File: config.mk
export PLATFORM = sky130hd
export DESIGN_NAME = unidade_controle
export DESIGN_NICKNAME = d
export VERILOG_FILES = /design/src/rtl/unidade_controle.sv
export SDC_FILE = /design/constraint.sdc
export NUM_CORES = 1
export LEC_CHECK = 0
export BUFFER_PORTS_ARGS = -buffer_cell sky130_fd_sc_hd__buf_4
export CAP_MARGIN = 20
export CORE_MARGIN = 5
export CORE_UTILIZATION = 29
export DETAILED_ROUTE_END_ITERATION = 8
export PLACE_DENSITY = 0.54
export REMOVE_ABC_BUFFERS = 1
export SETUP_SLACK_MARGIN = 0.1
export SLEW_MARGIN = 15
export SYNTH_ARGS = -nofsm -noshare
export SYNTH_HDL_FRONTEND = slang
export SYNTH_SLANG_ARGS = --single-unit
File: constraint.sdc
create_clock -name clock -period 1.71 [get_ports clock]
set_input_delay 0.342 -clock clock [delete_from_list [all_inputs] [get_ports clock]]
set_output_delay 0.342 -clock clock [all_outputs]
set_load 0.03 [all_outputs]
File: src/rtl/unidade_controle.sv
// unidade_controle: Moore control FSM for the memory-game datapath.
// Sequences one round of up to 16 plays, enforces a per-play response
// timeout and reports the result plus its own state code for debug.
module unidade_controle #(
    parameter int TIMEOUT = 3000,
    parameter int TW      = 16
) (
    input  logic       clock,
    input  logic       reset,
    input  logic       iniciar,
    input  logic       jogada_feita,
    input  logic       igual,
    input  logic       fimC,
    output logic       zeraC,
    output logic       contaC,
    output logic       zeraR,
    output logic       registraR,
    output logic       pronto,
    output logic       acertou,
    output logic       errou,
    output logic       timeout,
    output logic [3:0] db_estado
);

    typedef enum logic [3:0] {
        INICIAL     = 4'h0,
        PREPARACAO  = 4'h1,
        ESPERA      = 4'h2,
        REGISTRA    = 4'h4,
        COMPARACAO  = 4'h5,
        PROXIMO     = 4'h6,
        FIM_ACERTOU = 4'hA,
        FIM_TIMEOUT = 4'hC,
        FIM_ERROU   = 4'hE
    } estado_t;

    // Last count value spent in espera before giving up on the play.
    localparam logic [TW-1:0] LIM = TW'(TIMEOUT - 1);

    estado_t       r_estado;
    estado_t       w_prox;
    logic [TW-1:0] r_cnt;
    logic          w_fim_tempo;

    assign w_fim_tempo = (r_cnt == LIM);

    // State register; reset overrides every input.
    always_ff @(posedge clock) begin
        if (reset) r_estado <= INICIAL;
        else       r_estado <= w_prox;
    end

    // Timeout counter: runs only while the FSM lingers in espera, so it is
    // already zero on every fresh entry into espera.
    always_ff @(posedge clock) begin
        if (reset)
            r_cnt <= '0;
        else if (r_estado == ESPERA && w_prox == ESPERA)
            r_cnt <= r_cnt + TW'(1);
        else
            r_cnt <= '0;
    end

    // Next-state logic; a play beats a coincident timeout.
    always_comb begin
        w_prox = INICIAL;
        case (r_estado)
            INICIAL:     w_prox = iniciar ? PREPARACAO : INICIAL;
            PREPARACAO:  w_prox = ESPERA;
            ESPERA: begin
                if (jogada_feita)     w_prox = REGISTRA;
                else if (w_fim_tempo) w_prox = FIM_TIMEOUT;
                else                  w_prox = ESPERA;
            end
            REGISTRA:    w_prox = COMPARACAO;
            COMPARACAO: begin
                if (!igual)    w_prox = FIM_ERROU;
                else if (fimC) w_prox = FIM_ACERTOU;
                else           w_prox = PROXIMO;
            end
            PROXIMO:     w_prox = ESPERA;
            FIM_ACERTOU: w_prox = iniciar ? PREPARACAO : FIM_ACERTOU;
            FIM_ERROU:   w_prox = iniciar ? PREPARACAO : FIM_ERROU;
            FIM_TIMEOUT: w_prox = iniciar ? PREPARACAO : FIM_TIMEOUT;
            default:     w_prox = INICIAL;
        endcase
    end

    // Moore output decode from the registered state only.
    always_comb begin
        zeraC     = 1'b0;
        contaC    = 1'b0;
        zeraR     = 1'b0;
        registraR = 1'b0;
        pronto    = 1'b0;
        acertou   = 1'b0;
        errou     = 1'b0;
        timeout   = 1'b0;
        case (r_estado)
            PREPARACAO:  begin zeraC = 1'b1; zeraR = 1'b1; end
            REGISTRA:    registraR = 1'b1;
            PROXIMO:     contaC = 1'b1;
            FIM_ACERTOU: begin pronto = 1'b1; acertou = 1'b1; end
            FIM_ERROU:   begin pronto = 1'b1; errou = 1'b1; end
            FIM_TIMEOUT: begin pronto = 1'b1; timeout = 1'b1; end
            default:     ;
        endcase
    end

    assign db_estado = r_estado;

endmodule

Word level (Yosys, flattened, before mapping). Index checks and enable logic that the tools add are counted.

Register bits after elaboration: 20. Output and inout bits: 12. Word-level logic and storage cells: 35.

Add/subtract/negate cells: 1. Equality and inequality tests: 10. Muxes and demuxes: 16. Bitwise logic cells: 1. Reductions and logical operators: 5.

Operator list (number): 4-bit one-hot mux with 8 select lines (1); 4-bit 2-to-1 mux (7); 16-bit by 1-bit adder with 16-bit output, second input constant (1); 16-bit by 12-bit equality test with 1-bit output, second input constant (1); 4-bit by 3-bit equality test with 1-bit output, second input constant (3); 4-bit equality test, second input constant (3); 4-bit by 2-bit equality test with 1-bit output, second input constant (2); 1-bit 2-to-1 mux (8); 4-bit by 1-bit equality test with 1-bit output, second input constant (1); 4-bit zero test (1); 2-bit OR reduction (2); 3-bit OR reduction (1); 1-bit logical AND (1); 1-bit NOT (1).

Longest topological paths before layout. Gate-level depths: netlist of run 1.

Word-level depth: 8. Depth in mapped cells: 7. Mapped depth without buffers: 5.

Least setup slack after synthesis of run 1. OpenSTA, ideal clock, no wires.

Kind: flip-flop to output port. Start point: register r_estado[1] (netlist: db_estado[1]). End point: output port zeraR. Arrival time: 1890 ps. Required time: 1368 ps. Slack: -522 ps. Stages on the path, launching flop included: 5. Path through: dfxtp_1 > clkbuf_1 > nand2b_1 > nor3_1 > buf_4.

Cells in the longest elaborated chain, start to end: 2.

Ends and longest elaborated chain: start: declaration (RTL line 40) `estado_t r_estado;`; start signal: assignment (RTL line 50) `else r_estado <= w_prox;`; 4-bit by 1-bit equality test with 1-bit output; 1-bit 2-to-1 mux; end: declaration (RTL line 16) `output logic zeraR,`.

No other way between the ends.

Worst setup path in the final report of run 1.
Start point: register r_cnt[12]. End point: register r_cnt[14].

Cells in the longest elaborated chain, start to end: 8. Elaborated cells between the ends (all ways): 9.

Ends and longest elaborated chain: start: declaration (RTL line 42) `logic [TW-1:0] r_cnt;`; start signal: assignment (RTL line 59) `r_cnt <= r_cnt + TW'(1);`; 16-bit by 12-bit equality test with 1-bit output (RTL line 45) `assign w_fim_tempo = (r_cnt == LIM);`; 4-bit 2-to-1 mux (RTL line 72) `else if (w_fim_tempo) w_prox = FIM_TIMEOUT;`; 4-bit 2-to-1 mux (RTL line 71) `if (jogada_feita) w_prox = REGISTRA;`; 4-bit one-hot mux with 8 select lines (RTL line 67) `case (r_estado)`; 4-bit by 2-bit equality test with 1-bit output (RTL line 58) `else if (r_estado == ESPERA && w_prox == ESPERA)`; 1-bit logical AND (RTL line 58); 1-bit NOT (no source line); 2-bit OR reduction (no source line).

Parallel ways exist; a longest one is shown, timed or not. A chain may end at the register's enable or synchronous reset.

==> results.toml, run 1 <==
[place]
place_ws_ps = 43.5
place_area_um2 = 1350
hpwlAfterDp_mm = 2.06
gp_congestion = 0.765
numPortBuffers = 17

[timing]
hold_viol = 0
fin_crit_ps = 1600
max_clock_freq_mhz = 626
maxSlewHeadroom = 0.789
setup_ws_ps = 113
finalMaxSlewViolations = 0
skew_ps = 1.00
grt_setup_unrepaired = "yes"
worst_pin_slew_ps = 313
fin_crit_sh = 0.934
setup_viol = 0

[yosys]
synth_xor_xnor_area_share = 0.104
yosys_warnings = 0
async_flop_share = 0
synth_compound_area_frac = 0.0940
seq_area_frac_synth = 0.367
synth_ff_type = "dfxtp_1"
syn_area_per_cell_um2 = 8.20
synth_edf_count = 0
synth-simple-area-share = 0.361
yosys.area_share.adder = 0.0115
syn_inst = 133
ys_types = 35
synth_top_family_by_area = "simple AND/OR/NAND/NOR gates"
ys_seq_elements = 20
synth_area_um2 = 1090
synth_mux_area_frac = 0

[power_and_ir_drop]
power.density_nw_per_um2 = 578
peakVddDrop_mv = 0.390
p_leak_nw = 0.508

[setup_path]
cp_slowest_cell = "or4b_4"
worst-path-buf-inv = 1
reg2reg_from = "r_cnt[12]"
path_cells = "or4b_4 > nor4_4 > or3b_4 > buf_8 > a21oi_1"
startpoint_type = "flop"
crit_path_end_kind = "flop"
crit_family = "simple AND/OR/NAND/NOR gates"
crit_start = "r_cnt[12]"
crit_type = "reg2reg"
cp.arrival_ps = 1730
worstPathRequired_ps = 1840
worstPathMaxFanout = 8
max_stage_delay_ps = 540

[floorplan]
core_area_um2 = 3660
die_w_um = 71.3
row_count = 22
die_h_um = 71.3
ios = 18
dieArea_um2 = 5090
start_util = 0.298

[clock_network]
clk_latency_ps = 250
cts-root-buf = "clkbuf_8"
cts_hold_buffers = 0
clockBufferDepth = 2
cts_buffers = 3
cts.sinks = 20
htreeDepth = 1
clk_pin_slew_ps = 70
cts_tree = "built"

[worst_hold_path]
hold_path_class = "in2reg"
min_from = "reset"

[final_layout]
drive_gt1_frac = 0.395
final_cell_mix = "29 x buf_4, 22 x nor2_1, 14 x dfxtp_1, 12 x xnor2_1"
design_area_um2 = 1570
final_common_cell = "buf_4"
area_delta_synth_final_pct = 43.8
antenna_cells = 0
layout.nets = 176

[route]
wl_mm = 2.72
ant_nets = 0
remaining_drc_errors = 0
drt_pre_antenna_iters = 4
wl_per_cell_um = 12.6
via_per_inst = 4.86
vias = 1045
drt_iter0_drc = 65

[global_route]
grt_max_degree = 14
grt_pass1_vias = 1023
overflow = 0
antenna_found_initial = 0
track_usage = 0.107
grt_pass1_wl_mm = 4.49

[job]
drv_cap = 0

[run_status]
status = "complete, no violations"
-- path summary, 6_finish.rpt --
kind | to | slack [ps] | cells past startpoint
max reg2reg | r_cnt[14] | 110 | 5
min | db_estado[0] | 360 | 4
max | r_cnt[14] | 110 | 5
min reg2reg | r_cnt[0] | 470 | 1
-- flip-flops by register name, indices dropped and copies added (netlist names) --
signal / cells
db_estado: 4
r_cnt: 16
-- final cells by class --
cell class,count,area [um2]
Multi-Input combinational cell,101,714
Timing Repair Buffer,37,320
Fill cell,377,2090
Inverter,6,22.5
Tap cell,48,60.1
Clock buffer,3,41.3
Sequential cell,20,410
-- through the flow --
step	hold slack (ps)	power [mW]	cells	utilization	setup TNS, ps
finish	361	0.908	215	0.429	0
global route	384	0.954	215	0.429	0
CTS	354	0.918	215	0.410	0
detailed placement	464	0.593	208	0.370	0
global placement	458	0.591	208	0.370	0
floorplan	430	0.545	127	-	-3490
-- layer usage --
| metal | global-route usage | vias to the layer above | wire length (um) |
|---|---|---|---|
| met2 | 0.196 | 26 | 1410 |
| met3 | 0.0238 | 2 | 161 |
| met1 | 0.122 | 486 | 1130 |
| met4 | 0.0313 | 0 | 17 |
| li1 | - | 531 | - |
| met5 | 0 | - | 0 |
-- synthesized netlist by cell type (2+ instances only) --
| library cell | number | area share |
|---|---|---|
| nand2b_1 | 6 | 0.034 |
| nand4_1 | 5 | 0.029 |
| clkbuf_1 | 3 | 0.010 |
| nor4_1 | 5 | 0.029 |
| nand3_1 | 5 | 0.023 |
| xnor2_1 | 12 | 0.096 |
| or4b_1 | 2 | 0.018 |
| o21ai_0 | 3 | 0.014 |
| nand2_1 | 5 | 0.017 |
| nor3_1 | 8 | 0.037 |
| nor2_1 | 26 | 0.089 |
| dfxtp_1 | 20 | 0.37 |
| inv_1 | 6 | 0.021 |
| a21oi_1 | 6 | 0.028 |
-- worst reg2reg max path, delay by kind of cell (launching register included) --
family / cells / cell delay, ps
flops: 1 / 320
buf+inv: 1 / 140
compound gates: 1 / 40
simple gates: 3 / 980
-- power by group --
part	internal [mW]	total (mW)	switching, mW
clock	0.156	0.291	0.135
combinational	0.0703	0.139	0.0684
sequential	0.471	0.478	0.00704
total	0.697	0.908	0.210
-- what timing repair did --
item,4_1_cts,5_1_grt
resized for setup,16,18
setup buffers,4,0
pin swaps,4,6
endpoints found under the setup margin,21,24
-- logic make-up (layout without fill, tap and decap cells) --
family,Yosys count,in the layout
XOR/XNOR,13,13
buffers and inverters,12,46
AO/OA/AOI/OAI,16,16
flip-flops,20,20
adder cells (fa/ha/maj),1,1
AND/OR/NAND/NOR,71,71
No activity file was read; power rests on OpenSTA's default activity.
==> run 2, diff against run 1 <==
- GPL_TIMING_DRIVEN: default -> 0
- PLACE_DENSITY: 0.54 -> 0.53
- SLEW_MARGIN: 15 -> default
- clock period: 1.71 -> 1.5 ns (I/O delays scaled with it)
==> run 2 against run 1 <==
The run now ends with negative setup slack left. Via count decreased by 2.0%. Sequential share of layout area increased by 0.46 points. Clock power increased by 37%. First-iteration DRC count decreased by 77%. Highest routed layer unchanged. Critical endpoint unchanged. Combinational power increased by 6%. Hold slack got worse by 65 ps. Power increased by 21%. Setup slack got worse by 290 ps. Wire length decreased by 0.88%. Core utilization increased by 0.41 points.
==> results.toml, run 2 (synthesis gave the netlist of run 1 again) <==
[run_status]
status = "finished with violations"
violations = "negative setup slack"

[clock_network]
htreeDepth = 1
cts_buffers = 3
cts_tree = "built"
clk_latency_ps = 250
clk_pin_slew_ps = 70
cts-root-buf = "clkbuf_8"
cts.sinks = 20
clockBufferDepth = 2

[timing]
skew_ps = 1.49
worst_pin_slew_ps = 410
setup_ws_ps = -176
hold_viol = 0
setup_viol = 20
finalMaxSlewViolations = 0
maxSlewHeadroom = 0.724
grt_setup_unrepaired = "yes"
max_clock_freq_mhz = 597
fin_crit_sh = 1.12
fin_crit_ps = 1680

[final_layout]
seq_area_um2 = 422
final_cell_mix = "25 x buf_4, 20 x nor2_1, 12 x xnor2_1, 11 x dfxtp_1, 8 x buf_6"
nFillCells = 369
largest_reg_flops = 16
area_delta_synth_final_pct = 45.2
antenna_cells = 0
final_common_cell = "buf_4"
multiInputGateArea_um2 = 722
drive_gt1_frac = 0.425
top_register = "r_cnt"
fin_cells = 215
layout.nets = 175

[route]
drt_pre_antenna_iters = 4
via_per_inst = 4.76
remaining_drc_errors = 0
ant_nets = 0
vias = 1024
drt_iter0_drc = 15
wl_mm = 2.69
wl_per_cell_um = 12.5

[floorplan]
start_util = 0.298
ios = 18
row_count = 22
die_w_um = 71.3
core_area_um2 = 3660
die_h_um = 71.3
dieArea_um2 = 5090

[setup_path]
worst-path-buf-inv = 0
crit_cells = 4
startpoint_type = "flop"
ff2ff_path_depth = 4
worstPathMaxFanout = 5
cp_slowest_cell = "or4b_1"
crit_type = "reg2reg"
path_cells = "nand4_1 > or2_2 > or4b_1 > a21oi_2"
worstPathRequired_ps = 1690
max_stage_delay_ps = 510
crit_family = "simple AND/OR/NAND/NOR gates"
cp.arrival_ps = 1870
crit_path_end_kind = "flop"

[power_and_ir_drop]
power.density_nw_per_um2 = 692
p_leak_nw = 0.509
peakVddDrop_mv = 0.680

[job]
drv_cap = 0

[global_route]
grt_pass1_wl_mm = 4.01
antenna_found_initial = 0
track_usage = 0.0967
grt_max_degree = 16
grt_pass1_vias = 907
overflow = 0

[place]
numPortBuffers = 17
dp.cells = 192
gp_congestion = 0.786
place_ws_ps = -537
hpwlAfterDp_mm = 1.65

[worst_hold_path]
worstHoldPathCells = 4
hold_path_class = "in2reg"
## run 2: cell count changes in the layout (fill, tap and decap cells not counted), sizes merged
cell / change
clkbuf: +2
or3b: +1
buf: -3
## run 2: routing by layer
metal	GRT usage	part of all wire
met2	0.158	0.49
met1	0.111	0.44
met5	0	0
met3	0.0463	0.073
met4	0.0313	0.0048
## run 2: power by group
| part | total (mW) | switching, mW | internal (mW) |
|---|---|---|---|
| combinational | 0.148 | 0.0730 | 0.0750 |
| sequential | 0.548 | 0.0149 | 0.533 |
| clock | 0.400 | 0.167 | 0.233 |
## run 2: final cells by class
class                           instances  share of cell area
Timing Repair Buffer                   35               0.191
Tap cell                               48              0.0379
Multi-Input combinational cell        102               0.456
Sequential cell                        20               0.266
Clock buffer                            4              0.0348
Inverter                                6              0.0142
## run 2: repair_timing
| action | 4_1_cts | 5_1_grt |
|---|---|---|
| gates cloned | 1 | 0 |
| pin swaps | 18 | 9 |
| setup buffers | 4 | 14 |
| gates resized for setup | 14 | 31 |
| endpoints found under the setup margin | 29 | 27 |
| hold buffers | 0 | 0 |
## run 2: worst paths after layout
kind | start | end | slack [ps]
worst max register to register | r_cnt[9] | r_cnt[14] | -180
worst min-delay path | reset | db_estado[0] | 300
worst min register to register | r_cnt[0] | r_cnt[0] | 440
worst max-delay path | r_cnt[9] | r_cnt[14] | -180
## run 2: per-stage QoR
stage / hold WS (ps) / setup TNS, ps / cell area [um2] / utilization / total power, mW
after CTS: 292 / -2750 / 1360 / 0.371 / 1.08
after detailed placement: 455 / -8520 / 1230 / 0.337 / 0.661
after global placement: 445 / -7720 / 1230 / 0.337 / 0.660
after global routing: 319 / -4080 / 1580 / 0.433 / 1.16
after floorplan: 430 / -7790 / 1050 / - / 0.622
final: 296 / -2760 / 1580 / 0.433 / 1.10
## run 2: worst min-delay path, delay by kind of cell
kind	cells	cell delay (ps)
AND/OR/NAND/NOR	1	30
AO/OA/AOI/OAI	2	90
buffers and inverters	1	80
==> run 3, diff against run 2 <==
--- a/config.mk
+++ b/config.mk
@@ -16,2 +16,3 @@
 export SETUP_SLACK_MARGIN = 0.1
+export SLEW_MARGIN = 0
 export SYNTH_ARGS = -nofsm -noshare
==> constraint.sdc (replaced) <==
create_clock -name clock -period 1.5 [get_ports clock]
set_input_delay 0.15 -clock clock [delete_from_list [all_inputs] [get_ports clock]]
set_output_delay 0.15 -clock clock [all_outputs]
set_load 0.03 [all_outputs]
==> run 3 against run 2 <==
The flow still finishes with violations (negative setup slack). Maximum frequency about the same. Hold slack lost 150 ps. First-iteration DRC count up 27%. Global-route usage about the same. Sequential power increased by 0.9%. Critical path type unchanged.
==> results.toml, run 3 (synthesis gave the netlist of run 1 again) <==
[timing]
setup_viol = 19
skew_ps = 1.49
fin_crit_sh = 1.12
max_clock_freq_mhz = 597
setup_ws_ps = -176
holdWs_ps = 145
setup_tns_ps = -2710
grt_setup_unrepaired = "yes"
hold_viol = 0
finalMaxSlewViolations = 0
fin_crit_ps = 1680
maxSlewHeadroom = 0.724
worst_pin_slew_ps = 410

[route]
ant_nets = 0
wl_met2_mm = 1.12
wl_mm = 2.46
vias = 977
drt-met1-wl_mm = 1.13
met3_length_um = 201
drt_iter0_drc = 19
top_layer_used = "met4"
drt_pre_antenna_iters = 4
via_per_inst = 4.81
remaining_drc_errors = 0
wl_per_cell_um = 12.1

[floorplan]
die_h_um = 71.3
die_w_um = 71.3
ios = 18
row_count = 22
core_area_um2 = 3660
dieArea_um2 = 5090
start_util = 0.298

[clock_network]
cts_buffers = 3
cts_tree = "built"
clk_latency_ps = 250
clk_pin_slew_ps = 70
htreeDepth = 1
cts-root-buf = "clkbuf_8"
clockBufferDepth = 2
cts.sinks = 20
cts_hold_buffers = 0

[final_layout]
antenna_cells = 0
layout.nets = 163
area_delta_synth_final_pct = 31.1
fin_cells = 203
top_register = "r_cnt"
final_cell_mix = "22 x nor2_1, 22 x buf_4, 12 x xnor2_1, 11 x dfxtp_1"
largest_reg_flops = 16
design_area_um2 = 1430
drive_gt1_frac = 0.361

[setup_path]
cp.arrival_ps = 1870
worstPathMaxFanout = 5
crit_path_end_kind = "flop"
crit_type = "reg2reg"
startpoint_type = "flop"
worstPathRequired_ps = 1690

[global_route]
grt_max_degree = 16
overflow = 0
track_usage = 0.0970
grt_pass1_vias = 906
antenna_found_initial = 0
grt_pass1_wl_mm = 4.02

[place]
dp.cells = 192
hpwlAfterDp_mm = 1.65
place_ws_ps = -537
numPortBuffers = 17
place_area_um2 = 1230
gp_congestion = 0.786

[job]
drv_cap = 0

[run_status]
status = "finished with violations"
violations = "negative setup slack"

[power_and_ir_drop]
peakVddDrop_mv = 0.679
power.density_nw_per_um2 = 742
p_leak_nw = 0.433

[worst_hold_path]
hold_path_class = "in2reg"
## run 3: changes by cell type in the layout (fill, tap and decap cells not counted)
cell	previous run	this run
buf_6	8	1
buf_4	25	22
nand2b_4	4	2
nor2_1	20	22
nor2_4	2	0
buf_12	1	0
clkbuf_2	1	0
nand2b_1	3	4
nand2b_2	0	1
## run 3: repair_timing
action | in CTS | in global routing
gates cloned | 1 | 0
resized for setup | 14 | 17
endpoints found under the setup margin | 27 | 26
setup buffers | 4 | 2
pin swaps | 18 | 4
## run 3: cell type report
class	instances	area [um2]
clock buffers	4	55.1
flip-flops and latches	20	422
fillers	381	2230
inverters	6	22.5
repair buffers	23	176
multi-input cells	102	694
well taps	48	60.1
## run 3: worst paths after layout
check | start | slack (ps) | endpoint | depth (start not counted)
setup / recovery | r_cnt[9] | -180 | r_cnt[14] | 4
hold / removal | reset | 150 | db_estado[0] | 4
setup reg to reg | r_cnt[9] | -180 | r_cnt[14] | 4
hold reg to reg | r_cnt[0] | 440 | r_cnt[0] | 1
## run 3: metal layers
layer,up-vias,track usage
li1,512,-
met1,442,0.110
met2,21,0.160
met3,2,0.0463
met4,0,0.0313
met5,-,0
## run 3: where the power goes
part | switching (mW) | total, mW | internal (mW)
logic | 0.0571 | 0.107 | 0.0502
registers | 0.0199 | 0.553 | 0.533
clock network | 0.167 | 0.400 | 0.233
total | 0.244 | 1.06 | 0.817
## run 3: through the flow
| stage | power, mW | utilization |
|---|---|---|
| CTS | 1.08 | 0.371 |
| global placement | 0.660 | 0.337 |
| detailed placement | 0.661 | 0.337 |
| floorplan | 0.622 | - |
| finish | 1.06 | 0.391 |
| global route | 1.12 | 0.391 |
## run 3: critical path, stage by stage, from the launching register on
cell     delay (ps)
dfxtp_1         420
nand4_1         200
or2_2           330
or4b_1          510
a21oi_2         150
